File: src/rtl/mem_pkg.sv
// Shared encodings for the memory-access stage: SP_src codes, FSM states, access widths.
// Pure declarations, no logic and no latency.
// No flow control of its own; consumers sequence against these codes.
package mem_pkg;

    // SP_src_in encodings; code 3 is deliberately unnamed and behaves like SP_NONE.
    typedef enum logic [1:0] {
        SP_NONE = 2'd0,
        SP_PUSH = 2'd1,
        SP_POP  = 2'd2
    } sp_src_t;

    typedef enum logic {
        IDLE  = 1'b0,
        BEAT2 = 1'b1
    } fsm_state_t;

    // mem_type_in encodings.
    typedef enum logic {
        MEM_T16 = 1'b0,
        MEM_T32 = 1'b1
    } mem_type_t;

endpackage

File: src/rtl/stack_pointer.sv
// Stack-pointer register for the memory stage, stepping by one or two words per access.
// SP updates on the clock edge that closes the access; guard compare is combinational.
// No flow control: the owner asserts at most one step control per cycle.
// Optional feature macro: STACK_GUARD_EN (adds guard_hit and sticky stack_exc).
// Ports: clk, reset (async, active-high), inc1/inc2/dec1/dec2 step controls, sp value;
//        with the guard: chk_push/chk_pop/chk_two request, guard_hit, stack_exc.
module stack_pointer #(
    parameter int                ADDR_W   = 12,
    parameter logic [ADDR_W-1:0] SP_RESET = 12'hFFF
) (
    input  logic              clk,
    input  logic              reset,
    input  logic              inc1,
    input  logic              inc2,
    input  logic              dec1,
    input  logic              dec2,
    output logic [ADDR_W-1:0] sp
`ifdef STACK_GUARD_EN
    ,
    input  logic              chk_push,
    input  logic              chk_pop,
    input  logic              chk_two,
    output logic              guard_hit,
    output logic              stack_exc
`endif
);

    logic [ADDR_W-1:0] sp_nxt;

    always_comb begin
        sp_nxt = sp;
        if (dec1)      sp_nxt = sp - ADDR_W'(1);
        else if (dec2) sp_nxt = sp - ADDR_W'(2);
        else if (inc1) sp_nxt = sp + ADDR_W'(1);
        else if (inc2) sp_nxt = sp + ADDR_W'(2);
    end

    always_ff @(posedge clk or posedge reset) begin
        if (reset) sp <= SP_RESET;
        else       sp <= sp_nxt;
    end

`ifdef STACK_GUARD_EN
    // One extra bit so neither direction can wrap inside the compare.
    logic [ADDR_W:0] step_w;
    logic [ADDR_W:0] sp_w;

    assign step_w = chk_two ? (ADDR_W+1)'(2) : (ADDR_W+1)'(1);
    assign sp_w   = {1'b0, sp};

    always_comb begin
        guard_hit = 1'b0;
        if (chk_push && (sp_w < step_w))                      guard_hit = 1'b1;
        if (chk_pop && ((sp_w + step_w) > {1'b0, SP_RESET}))  guard_hit = 1'b1;
    end

    always_ff @(posedge clk or posedge reset) begin
        if (reset)          stack_exc <= 1'b0;
        else if (guard_hit) stack_exc <= 1'b1;
    end
`endif

endmodule

File: src/rtl/mem_access_stage.sv
// Memory stage: owns SP and sequences 16-bit data-memory beats (32-bit accesses take two).
// 16-bit access completes in one cycle; 32-bit access takes two (IDLE, BEAT2).
// Backpressure: stall_out is high in the first beat of a 32-bit access to freeze upstream.
// Optional feature macro: STACK_GUARD_EN (adds stack_exc_out, suppresses over/underflow).
// Ports: EX/MEM controls and data in; dmem_* async-read memory interface; mem_data_out,
//        Rdst2_val_out to MEM/WB; popped flags/PC back to execute/fetch; stall_out; SP_out.
module mem_access_stage
    import mem_pkg::*;
#(
    parameter int                ADDR_W   = 12,
    parameter logic [ADDR_W-1:0] SP_RESET = 12'hFFF
) (
    input  logic              clk,
    input  logic              reset,
    input  logic              mem_read_in,
    input  logic              mem_write_in,
    input  logic              mem_type_in,
    input  logic [1:0]        SP_src_in,
    input  logic              mem_addr_src_in,
    input  logic              mem_data_src_in,
    input  logic              PC_push_pop_in,
    input  logic              flags_push_pop_in,
    input  logic              INT_in,
    input  logic [31:0]       PC_in,
    input  logic [15:0]       Rdst1_val_in,
    input  logic [15:0]       Rdst2_val_in,
    input  logic [15:0]       Rdst_val_in,
    input  logic [15:0]       dmem_rdata,
    output logic [ADDR_W-1:0] dmem_addr,
    output logic [15:0]       dmem_wdata,
    output logic              dmem_we,
    output logic              dmem_re,
    output logic [15:0]       mem_data_out,
    output logic [15:0]       Rdst2_val_out,
    output logic [3:0]        POP_flags_val_out,
    output logic              is_POP_flags_out,
    output logic [31:0]       pop_pc_out,
    output logic              do_pop_pc_out,
    output logic              stall_out,
    output logic [ADDR_W-1:0] SP_out
`ifdef STACK_GUARD_EN
    ,
    output logic              stack_exc_out
`endif
);

    fsm_state_t        state, state_nxt;
    logic [ADDR_W-1:0] sp;
    logic [15:0]       lo_q;

    logic              wr, rd, active, is32, is_push, is_pop, go, guard_hit;
    logic [1:0]        sp_op;
    logic [31:0]       data32;
    logic [15:0]       data16;
    logic [ADDR_W-1:0] base;
    logic              sp_inc1, sp_inc2, sp_dec1, sp_dec2;

    // Address bits above ADDR_W are not part of the data-memory space.
    logic              unused_addr_hi;
    assign unused_addr_hi = ^Rdst1_val_in[15:ADDR_W];

    // Decode. An interrupt is a write, a push and 32 bits wide regardless of the other
    // controls; a write with a simultaneous read drops the read.
    assign wr      = mem_write_in | INT_in;
    assign rd      = mem_read_in & ~wr;
    assign active  = wr | rd;
    assign is32    = (mem_type_in == MEM_T32) | PC_push_pop_in | INT_in;
    assign sp_op   = INT_in ? SP_PUSH : SP_src_in;
    assign is_push = wr & (sp_op == SP_PUSH);
    assign is_pop  = rd & (sp_op == SP_POP);

    // 32-bit data from Rdst carries the ALU high word in Rdst2.
    assign data32  = (INT_in | mem_data_src_in) ? PC_in : {Rdst2_val_in, Rdst_val_in};
    assign data16  = mem_data_src_in ? PC_in[15:0] : Rdst_val_in;

    // First-beat address. Pops pre-increment because SP points at the next free slot.
    always_comb begin
        base = Rdst1_val_in[ADDR_W-1:0];
        if (is_pop)                          base = sp + ADDR_W'(1);
        else if (is_push || mem_addr_src_in) base = sp;
    end

    assign Rdst2_val_out = Rdst2_val_in;
    assign SP_out        = sp;

    stack_pointer #(
        .ADDR_W   (ADDR_W),
        .SP_RESET (SP_RESET)
    ) u_sp (
        .clk       (clk),
        .reset     (reset),
        .inc1      (sp_inc1),
        .inc2      (sp_inc2),
        .dec1      (sp_dec1),
        .dec2      (sp_dec2),
        .sp        (sp)
`ifdef STACK_GUARD_EN
        ,
        .chk_push  ((state == IDLE) & is_push),
        .chk_pop   ((state == IDLE) & is_pop),
        .chk_two   (is32),
        .guard_hit (guard_hit),
        .stack_exc (stack_exc_out)
`endif
    );

`ifndef STACK_GUARD_EN
    assign guard_hit = 1'b0;
`endif

    // A guarded access is dropped outright: no beat, no stall, no SP step.
    assign go = active & ~guard_hit;

    always_ff @(posedge clk or posedge reset) begin
        if (reset) begin
            state <= IDLE;
            lo_q  <= '0;
        end else begin
            state <= state_nxt;
            // Low half of a 32-bit read is held until the high half arrives.
            if (state == IDLE && go && is32 && rd) lo_q <= dmem_rdata;
        end
    end

    always_comb begin
        state_nxt         = state;
        stall_out         = 1'b0;
        dmem_addr         = '0;
        dmem_wdata        = '0;
        dmem_we           = 1'b0;
        dmem_re           = 1'b0;
        mem_data_out      = '0;
        is_POP_flags_out  = 1'b0;
        POP_flags_val_out = '0;
        pop_pc_out        = '0;
        do_pop_pc_out     = 1'b0;
        sp_inc1           = 1'b0;
        sp_inc2           = 1'b0;
        sp_dec1           = 1'b0;
        sp_dec2           = 1'b0;
        case (state)
            IDLE: begin
                if (go) begin
                    dmem_addr = base;
                    dmem_we   = wr;
                    dmem_re   = rd;
                    if (rd) mem_data_out = dmem_rdata;
                    if (is32) begin
                        stall_out = 1'b1;
                        state_nxt = BEAT2;
                        // Pushes store high half first so a pop sees low half first.
                        if (wr) dmem_wdata = is_push ? data32[31:16] : data32[15:0];
                    end else begin
                        if (wr) dmem_wdata = data16;
                        sp_dec1 = is_push;
                        sp_inc1 = is_pop;
                        if (is_pop && flags_push_pop_in) begin
                            is_POP_flags_out  = 1'b1;
                            POP_flags_val_out = dmem_rdata[3:0];
                        end
                    end
                end
            end
            BEAT2: begin
                // Inputs are frozen by the stall, so the decode is still valid here.
                state_nxt = IDLE;
                dmem_addr = is_push ? (base - ADDR_W'(1)) : (base + ADDR_W'(1));
                dmem_we   = wr;
                dmem_re   = rd;
                if (wr) dmem_wdata = is_push ? data32[15:0] : data32[31:16];
                if (rd) mem_data_out = dmem_rdata;
                sp_dec2 = is_push;
                sp_inc2 = is_pop;
                if (is_pop) begin
                    do_pop_pc_out = 1'b1;
                    pop_pc_out    = {dmem_rdata, lo_q};
                end
            end
            default: state_nxt = IDLE;
        endcase
    end

endmodule

File: config.mk
export PLATFORM = sky130hd
export DESIGN_NAME = mem_access_stage
export DESIGN_NICKNAME = d
export VERILOG_FILES = /design/src/rtl/mem_pkg.sv /design/src/rtl/stack_pointer.sv /design/src/rtl/mem_access_stage.sv
export SDC_FILE = /design/constraint.sdc
export NUM_CORES = 1
export LEC_CHECK = 0
export CAP_MARGIN = 10
export CORE_MARGIN = 2
export CORE_UTILIZATION = 31
export DETAILED_ROUTE_END_ITERATION = 12
export SYNTH_ARGS = -nofsm -noshare
export SYNTH_HDL_FRONTEND = slang
export SYNTH_SLANG_ARGS = --single-unit
File: constraint.sdc
create_clock -name clk -period 8 [get_ports clk]
set_input_delay 2.4 -clock clk [delete_from_list [all_inputs] [get_ports clk]]
set_output_delay 2.4 -clock clk [all_outputs]
set_load 0.01 [all_outputs]
## Word-level counts from Yosys, hierarchy flattened

Index checks and enable logic that the tools add are counted.

- Word-level logic and storage cells: 78
- Bits in registers: 29
- Input bits: 108

- Bitwise gates (word level): 10
- Reduce and logical (&&, ||, !) cells: 6
- Eq/ne operators: 2
- Multiplexer cells: 51
- Add/sub/neg operators: 6

Operator list:

| cell | number |
|---|---|
| two-way mux 16 bit | 10 |
| two-way mux 12 bit | 8 |
| two-way mux 32 bit | 3 |
| one-hot mux 16 bit (2 select lines) | 2 |
| adder 12 x 1 -> 12 bit (second input constant) | 2 |
| one-hot mux 12 bit (2 select lines) | 1 |
| subtractor 12 x 1 -> 12 bit (second input constant) | 2 |
| two-way mux 1 bit | 19 |
| two-way mux 4 bit | 4 |
| adder 12 x 2 -> 12 bit (second input constant) | 1 |
| subtractor 12 x 2 -> 12 bit (second input constant) | 1 |
| one-hot mux 1 bit (2 select lines) | 3 |
| bitwise OR 1 bit | 5 |
| logical AND 1 bit | 4 |
| nonzero test 4 bit | 1 |
| bitwise AND 1 bit | 3 |
| == test 2 x 1 -> 1 bit (second input constant) | 1 |
| == test 2 bit (second input constant) | 1 |
| two-way mux 2 bit | 1 |
| inverter 1 bit | 2 |
| logical OR 1 bit | 1 |

## Longest topological paths before layout

Gate-level depths: netlist of the first run.

- Word-level depth: 10
- Depth in mapped cells: 14
- Depth with buffers taken out: 13

## By module

Synthesis of the first run repeated with hierarchy kept, for this count alone.

- Cell total of the unflattened synthesis: 556
- Area total of the unflattened synthesis: 4316.6 um^2

Modules (own cells, without submodules):

| module | instances | sequential area each (um^2) | area each (um^2) | cells an instance |
|---|---|---|---|---|
| mem_access_stage | 1 | 425.4 | 3440.8 | 460 |
| stack_pointer | 1 | 315.3 | 875.8 | 96 |

## Least setup slack after synthesis of the first run

OpenSTA, ideal clock, no wires.

- Path type: input-to-output
- From: input port INT_in
- To: output port dmem_addr[8]
- Data required time: 5600 ps
- Stages on the path: 12
- Data arrival time: 5213 ps
- Setup slack: 387 ps
- Path buffers: 3
- Cell sequence: buf_4 > buf_2 > nor2_1 > clkbuf_1 > o21ai_0 > fa_1 > a21o_1 > a21oi_1 > o21bai_1 > a2111oi_0 > o311ai_0 > nand3_1

- Cells in the longest elaborated chain, start to end: 9

RTL lines:

| element | RTL line | source |
|---|---|---|
| from (decl) | mem_access_stage.sv:23 | `input logic INT_in,` |
| two-way mux 2 bit | mem_access_stage.sv:68 | `assign sp_op = INT_in ? SP_PUSH : SP_src_in;` |
| == test 2 x 1 -> 1 bit | mem_access_stage.sv:69 | `assign is_push = wr & (sp_op == SP_PUSH);` |
| bitwise AND 1 bit | mem_access_stage.sv:69 |  |
| logical OR 1 bit | mem_access_stage.sv:80 | `else if (is_push \|\| mem_addr_src_in) base = sp;` |
| two-way mux 12 bit | mem_access_stage.sv:80 |  |
| two-way mux 12 bit | mem_access_stage.sv:79 | `if (is_pop) base = sp + ADDR_W'(1);` |
| adder 12 x 1 -> 12 bit or subtractor 12 x 1 -> 12 bit (tied branches) | mem_access_stage.sv:167 | `dmem_addr = is_push ? (base - ADDR_W'(1)) : (base + ADDR_W'(1));` |
| two-way mux 12 bit | mem_access_stage.sv:167 |  |
| one-hot mux 12 bit (2 select lines) (*) | mem_access_stage.sv:141 | `case (state)` |
| to (decl) | mem_access_stage.sv:29 | `output logic [ADDR_W-1:0] dmem_addr,` |

Mark *: on every way between the ends. The rest lies on a longest branch, timed or not.

## Worst setup path after layout of the first run

- From: input port SP_src_in[1]
- To: output port dmem_addr[11]

- Cells in the longest elaborated chain, start to end: 9

RTL lines:

| element | RTL line | source |
|---|---|---|
| from (decl) | mem_access_stage.sv:18 | `input logic [1:0] SP_src_in,` |
| two-way mux 2 bit (*) | mem_access_stage.sv:68 |  |
| == test 2 x 1 -> 1 bit | mem_access_stage.sv:69 |  |
| bitwise AND 1 bit | mem_access_stage.sv:69 |  |
| logical OR 1 bit | mem_access_stage.sv:80 |  |
| two-way mux 12 bit | mem_access_stage.sv:80 |  |
| two-way mux 12 bit | mem_access_stage.sv:79 |  |
| adder 12 x 1 -> 12 bit or subtractor 12 x 1 -> 12 bit (tied branches) | mem_access_stage.sv:167 |  |
| two-way mux 12 bit | mem_access_stage.sv:167 |  |
| one-hot mux 12 bit (2 select lines) (*) | mem_access_stage.sv:141 |  |

Marked as above.

==> impl_metrics.ini, run 1 <==
[pwr]
p_leak_uw = 0.00321
ir_drop_v = 0.0000947
p_per_area_nw_per_um2 = 203

[grt]
grtUsageMet3_pct = 6.67
antenna_found_initial = 1
track_usage_pct = 23.4
grt_first_pass_wirelength_mm = 30.5
grt-ovfl-total = 0
grt.busiest_layer = met2
grt_use_met1_pct = 28.1
use_met2_pct = 40.6
grt_pass1_vias = 5919
grt_max_degree = 56

[timing]
tightestPinTransition_ns = 0.970
maxSlewHeadroom_pct = 34.9
skew_ns = 0.00905
fin_ws_ns = 0.115
hold_viol = 0
setup_violations = 0
fin_crit_ns = 7.89
maxSlewViolCount = 0
max_clock_freq_mhz = 127
finalCritPeriodShare_pct = 98.6
fin_setup_tns_ns = 0

[outcome]
outcome = complete, no violations

[placed_design]
dpl_cell_area_um2 = 7250
place.gp.congestion = 0.921
post-place-ws_ns = -0.747
placedCellCount = 1032
dp_hpwl_mm = 14.8
port_buffers = 216

[clock_network]
cts_hold_buf = 0
cts_made_buffers = 5
cts_sinks = 29
worstSkewPairLatency_ns = 0.28
cts_tree = yes
path_clk_slew_ns = 0.06
clk_path_buf_depth = 2
htreeDepth = 2
clock-root-buffer = clkbuf_16

[drt]
drc = 0
wire_per_inst_um = 18.5
routed_wl_mm = 19.4
routed_via_density = 5.65
drtIter0Drc = 426
antenna_left = 0
first_pass_iters = 5
vias = 5921

[yosys]
synth-seq-cells = 29
synth_edf_count = 0
yosysUniqueCellTypes = 74
seq_area_frac_synth_pct = 16.1
synth_area_per_cell_um2 = 7.39
yosys_warnings = 0
ys.flop_type = dfrtp_1
syn_nets = 748
synthCells = 623
async_flop_share_pct = 100
syn_area_um2 = 4610

[setup_path]
cp_max_fo = 5
start_kind = input port
arrival_ns = 5.49
cp-end-kind = output port
critPathKind = in2out
cp.required_ns = 5.60

[worst_hold_path]
hold_path.class = reg2reg

[die]
die_h_um = 126
dieArea_um2 = 15900
die_w_um = 126
pin_count = 221
initial_utilization_pct = 31.7
fp-row-count = 44
core_um2 = 14500

[finish]
design_area_um2 = 7570
fin_cells = 1048
diodes = 0
drive_gt1_share_pct = 18.2
num-fill-cells = 1384
nNetsFinal = 988
area_delta_synth_final_pct = 64.4

[job]
cap_viol_max_count = 0
[metal layers]
metal  routed length, µm  vias to the layer above
li1                    -                     2788
met4                 413                        2
met5                  11                        -
met2                9120                      298
met3                1920                       31
met1                7970                     2802
[cells in the final DEF (no fill, tap or decap), drive strengths merged, types with 8 or more instances in the layout]
cell and instances:
o22ai 20, o221ai 10, dfrtp 17, nand2 50, a31oi 13, a21o 9
a21oi 24, and3 50, inv 12, dfstp 12, or3 8, mux2i 42
nand3 16, nor2 68, xnor2 13, clkbuf 9, ha 16, nor3 15
o21ai 46, mux2 24, nor4 8, clkdlybuf4s50 203, and2 8, buf 82
[synthesized netlist by cell type (14+ instances only)]
cell       n  area, µm²
a21oi_1   23        115
and3_1    50        313
buf_4     17        128
clkbuf_1  34        128
dfrtp_1   17        425
ha_1      16        200
mux2_2    14        158
mux2i_1   42        420
nand2_1   50        188
nand3_1   15       75.1
nor2_1    67        251
o21ai_0   34        170
o22ai_1   20        125
[stage by stage]
stage,power [µW],hold WS (ns),utilization (%)
3_5_place_dp,1320,0.474,49.9
2_1_floorplan,842,0.449,-
6_report,1540,0.485,52.1
3_3_place_gp,1300,0.459,49.9
5_1_grt,1650,0.512,52.1
4_1_cts,1530,0.492,51.7
[registers in the layout, summed over array words and instances (netlist names)]
register / flops
lo_q: 16
u_sp.sp: 12
state: 1
[report_power, final]
| part | leakage, µW | switching [µW] | internal, µW |
|---|---|---|---|
| combinational | 0.00281 | 493 | 532 |
| clock | 0.0000706 | 68.5 | 114 |
| sequential | 0.000329 | 109 | 224 |
[timing repair]
item                       in CTS  in global routing
setup endpoints to repair       8                  7
gates resized for setup        36                 15
pin swaps                       6                  7
setup buffers                   7                  1
[logic make-up after synthesis]
family | after synthesis | share of synthesized area, %
multiplexers | 66 | 15.0
adder cells (fa/ha/maj) | 17 | 4.78
flip-flops | 29 | 16.1
AND/OR/NAND/NOR | 252 | 29.2
XOR/XNOR | 18 | 3.42
buffers and inverters | 77 | 8.12
AO/OA/AOI/OAI | 164 | 23.4
[critical path, stage by stage]
cell             delay, ns
dlygate4sd2_1         0.27
nor4bb_2              0.18
buf_4                 0.15
buf_4                 0.13
or3_4                 0.37
buf_4                 0.16
o22ai_1               0.18
nor2_2                0.08
ha_1                  0.20
a21o_1                0.18
a211o_1               0.31
or2_2                 0.29
a21oi_2               0.12
or4_1                 0.12
nand3_1               0.10
clkdlybuf4s15_2       0.24
[worst paths after layout]
path,start,to,slack [ns],depth (start not counted)
hold / removal,lo_q[0],lo_q[0],0.48,1
setup / recovery,SP_src_in[1],dmem_addr[11],0.11,16
setup reg to reg,u_sp.sp[2],u_sp.sp[11],5.38,7
max in group asynchronous,reset,u_sp.sp[0],5.16,3
hold reg to reg,lo_q[0],lo_q[0],0.48,1
min in group asynchronous,reset,lo_q[13],2.52,3
[layout make-up]
class / instances / area, µm² / area share (%)
clock buffer: 6 / 129 / 1.70
timing repair buffer: 298 / 2780 / 36.7
sequential: 29 / 741 / 9.78
tap: 184 / 230 / 3.04
inverter: 12 / 45.0 / 0.595
multi-input combinational: 517 / 3640 / 48.1
clock inverter: 2 / 10.0 / 0.132
Note: power is estimated with default switching activity, not from simulation.
==> run 2: changes to the inputs <==
CORE_MARGIN = unset   (was 2)
==> run 2 against run 1 <==
Compared with the run above: core utilization is 0.90 points higher; hold slack worse by 0.013 ns; clock power is 3% higher; register-to-register slack worse by 0.33 ns; power is 4.0% higher; critical path depth stayed put; sequential share of layout area is 0.17 points lower; via count is 2.1% higher; die area is 3.2% lower; sequential power is 4% higher; largest cell class unchanged.
==> impl_metrics.ini, run 2 (synthesis gave the netlist of run 1 again) <==
[pwr]
p_leak_uw = 0.00324
power.switching_uw = 691
p_per_area_nw_per_um2 = 208
swShare_pct = 43.2
ir_drop_v = 0.0000943
intPower_uw = 910
clkPwrFrac_pct = 11.8
sequentialPowerShare_pct = 21.7
combinationalPowerShare_pct = 66.5

[finish]
diodes = 0
drive_gt1_share_pct = 19.8
most-common-layout-cells = clkdlybuf4s50_1 (203), buf_4 (86), nor2_1 (63), and3_1 (50), nand2_1 (49)
reg_top3 = lo_q: 16 flops, u_sp.sp: 12 flops, state: 1 flops
regMostFlops = lo_q
nNetsFinal = 996
utilization_pct = 53.0
area_delta_synth_final_pct = 67.3
layout_commonest_cell = clkdlybuf4s50_1
largest_reg_flops = 16
design_area_um2 = 7710

[grt]
grt_max_degree = 39
grt_first_pass_wirelength_mm = 29.2
antenna_found_initial = 0
grt_pass1_vias = 5839
track_usage_pct = 24.5
grt-ovfl-total = 0

[clock_network]
cts_sinks = 29
clock-root-buffer = clkbuf_16
htreeDepth = 2
cts_made_buffers = 5
worstSkewPairLatency_ns = 0.28
clk_path_buf_depth = 2
cts_tree = yes
path_clk_slew_ns = 0.05
cts_hold_buf = 0

[timing]
skew_ns = 0.00634
setup_violations = 0
fin_crit_ns = 7.90
maxSlewHeadroom_pct = 30.4
hold_viol = 0
max_clock_freq_mhz = 127
hold_ws_ns = 0.472
maxSlewViolCount = 0
tightestPinTransition_ns = 1.04
rsz0062_at_grt = yes
fin_setup_tns_ns = 0
finalCritPeriodShare_pct = 98.8

[drt]
wire_per_inst_um = 18.8
routed_wl_mm = 19.9
routed_via_density = 5.73
drtIter0Drc = 402
vias = 6048
drc = 0
antenna_left = 0
first_pass_iters = 6

[setup_path]
cp-end-kind = output port
r2r_cells = 6
critPathKind = in2out
start_kind = input port
arrival_ns = 5.50
r2r-end = u_sp.sp[8]
cp.required_ns = 5.60
cp_max_fo = 5
rrSetupSlack_ns = 5.05
r2r_start = state

[placed_design]
dpl_cell_area_um2 = 7260
port_buffers = 216
dp_hpwl_mm = 14.9
place.gp.congestion = 0.899

[worst_hold_path]
min_from = lo_q[8]
hold_path.class = reg2reg
holdPathStages = 1
worstHoldEndpoint = lo_q[8]

[die]
pin_count = 221
fp-row-count = 44
core_um2 = 14500
die_h_um = 124
initial_utilization_pct = 31.7
dieArea_um2 = 15400
die_w_um = 124

[outcome]
outcome = complete, no violations

[job]
cap_viol_max_count = 0
==> run 2: worst max path at each step <==
stage / from / end / slack, ns / cells after the start
after CTS: INT_in / dmem_addr[8] / 0.01 / 14
after detailed placement: SP_src_in[1] / dmem_addr[8] / -0.67 / 13
after global placement: mem_read_in / dmem_addr[8] / -0.56 / 15
after global routing: mem_write_in / dmem_addr[11] / -0.02 / 17
final: mem_write_in / dmem_addr[10] / 0.1 / 16
after floorplan: INT_in / dmem_addr[8] / 0.39 / 12
==> run 2: critical path, cell delays in order <==
cell,delay (ns)
dlygate4sd2_1,0.27
buf_4,0.14
nor4bb_2,0.25
buf_4,0.19
nor3_4,0.06
buf_6,0.12
buf_4,0.14
a221o_1,0.39
ha_4,0.25
a21oi_2,0.23
o21bai_4,0.11
buf_4,0.14
a21oi_1,0.17
mux2i_1,0.10
a221o_1,0.29
clkdlybuf4s15_2,0.24
==> run 2: layout make-up <==
cell class	count	area [µm²]
Fill cell	1391	6830
Sequential cell	29	741
Inverter	12	45.0
Timing Repair Buffer	306	2840
Tap cell	184	230
Multi-Input combinational cell	517	3700
Clock buffer	8	146
==> run 2: per-stage QoR <==
stage               power [µW]  setup WS (ns)  std cells
global placement          1300         -0.565       1034
finish                    1600         0.0999       1056
global route              1710        -0.0219       1056
floorplan                  842          0.387        623
CTS                       1560         0.0119       1052
detailed placement        1320         -0.672       1034
==> run 2: metal layers <==
metal	track usage [%]	vias up	wire length, µm
met5	0	-	0
met4	10.9	0	609
met3	6.00	42	1900
met2	43.1	331	9410
met1	27.9	2864	7950
li1	-	2811	-
==> run 2: power by group through the flow <==
stage	combinational, µW	sequential [µW]	clock (µW)
3_3_place_gp	960	340	0
2_1_floorplan	571	270	0
3_5_place_dp	980	340	0
5_1_grt	1150	358	201
6_report	1060	347	189
4_1_cts	1020	342	195
==> run 2: timing repair <==
| action | CTS | global route |
|---|---|---|
| pin swaps | 8 | 12 |
| endpoints found under the setup margin | 8 | 7 |
| resized for setup | 43 | 24 |
| buffers inserted | 10 | 4 |
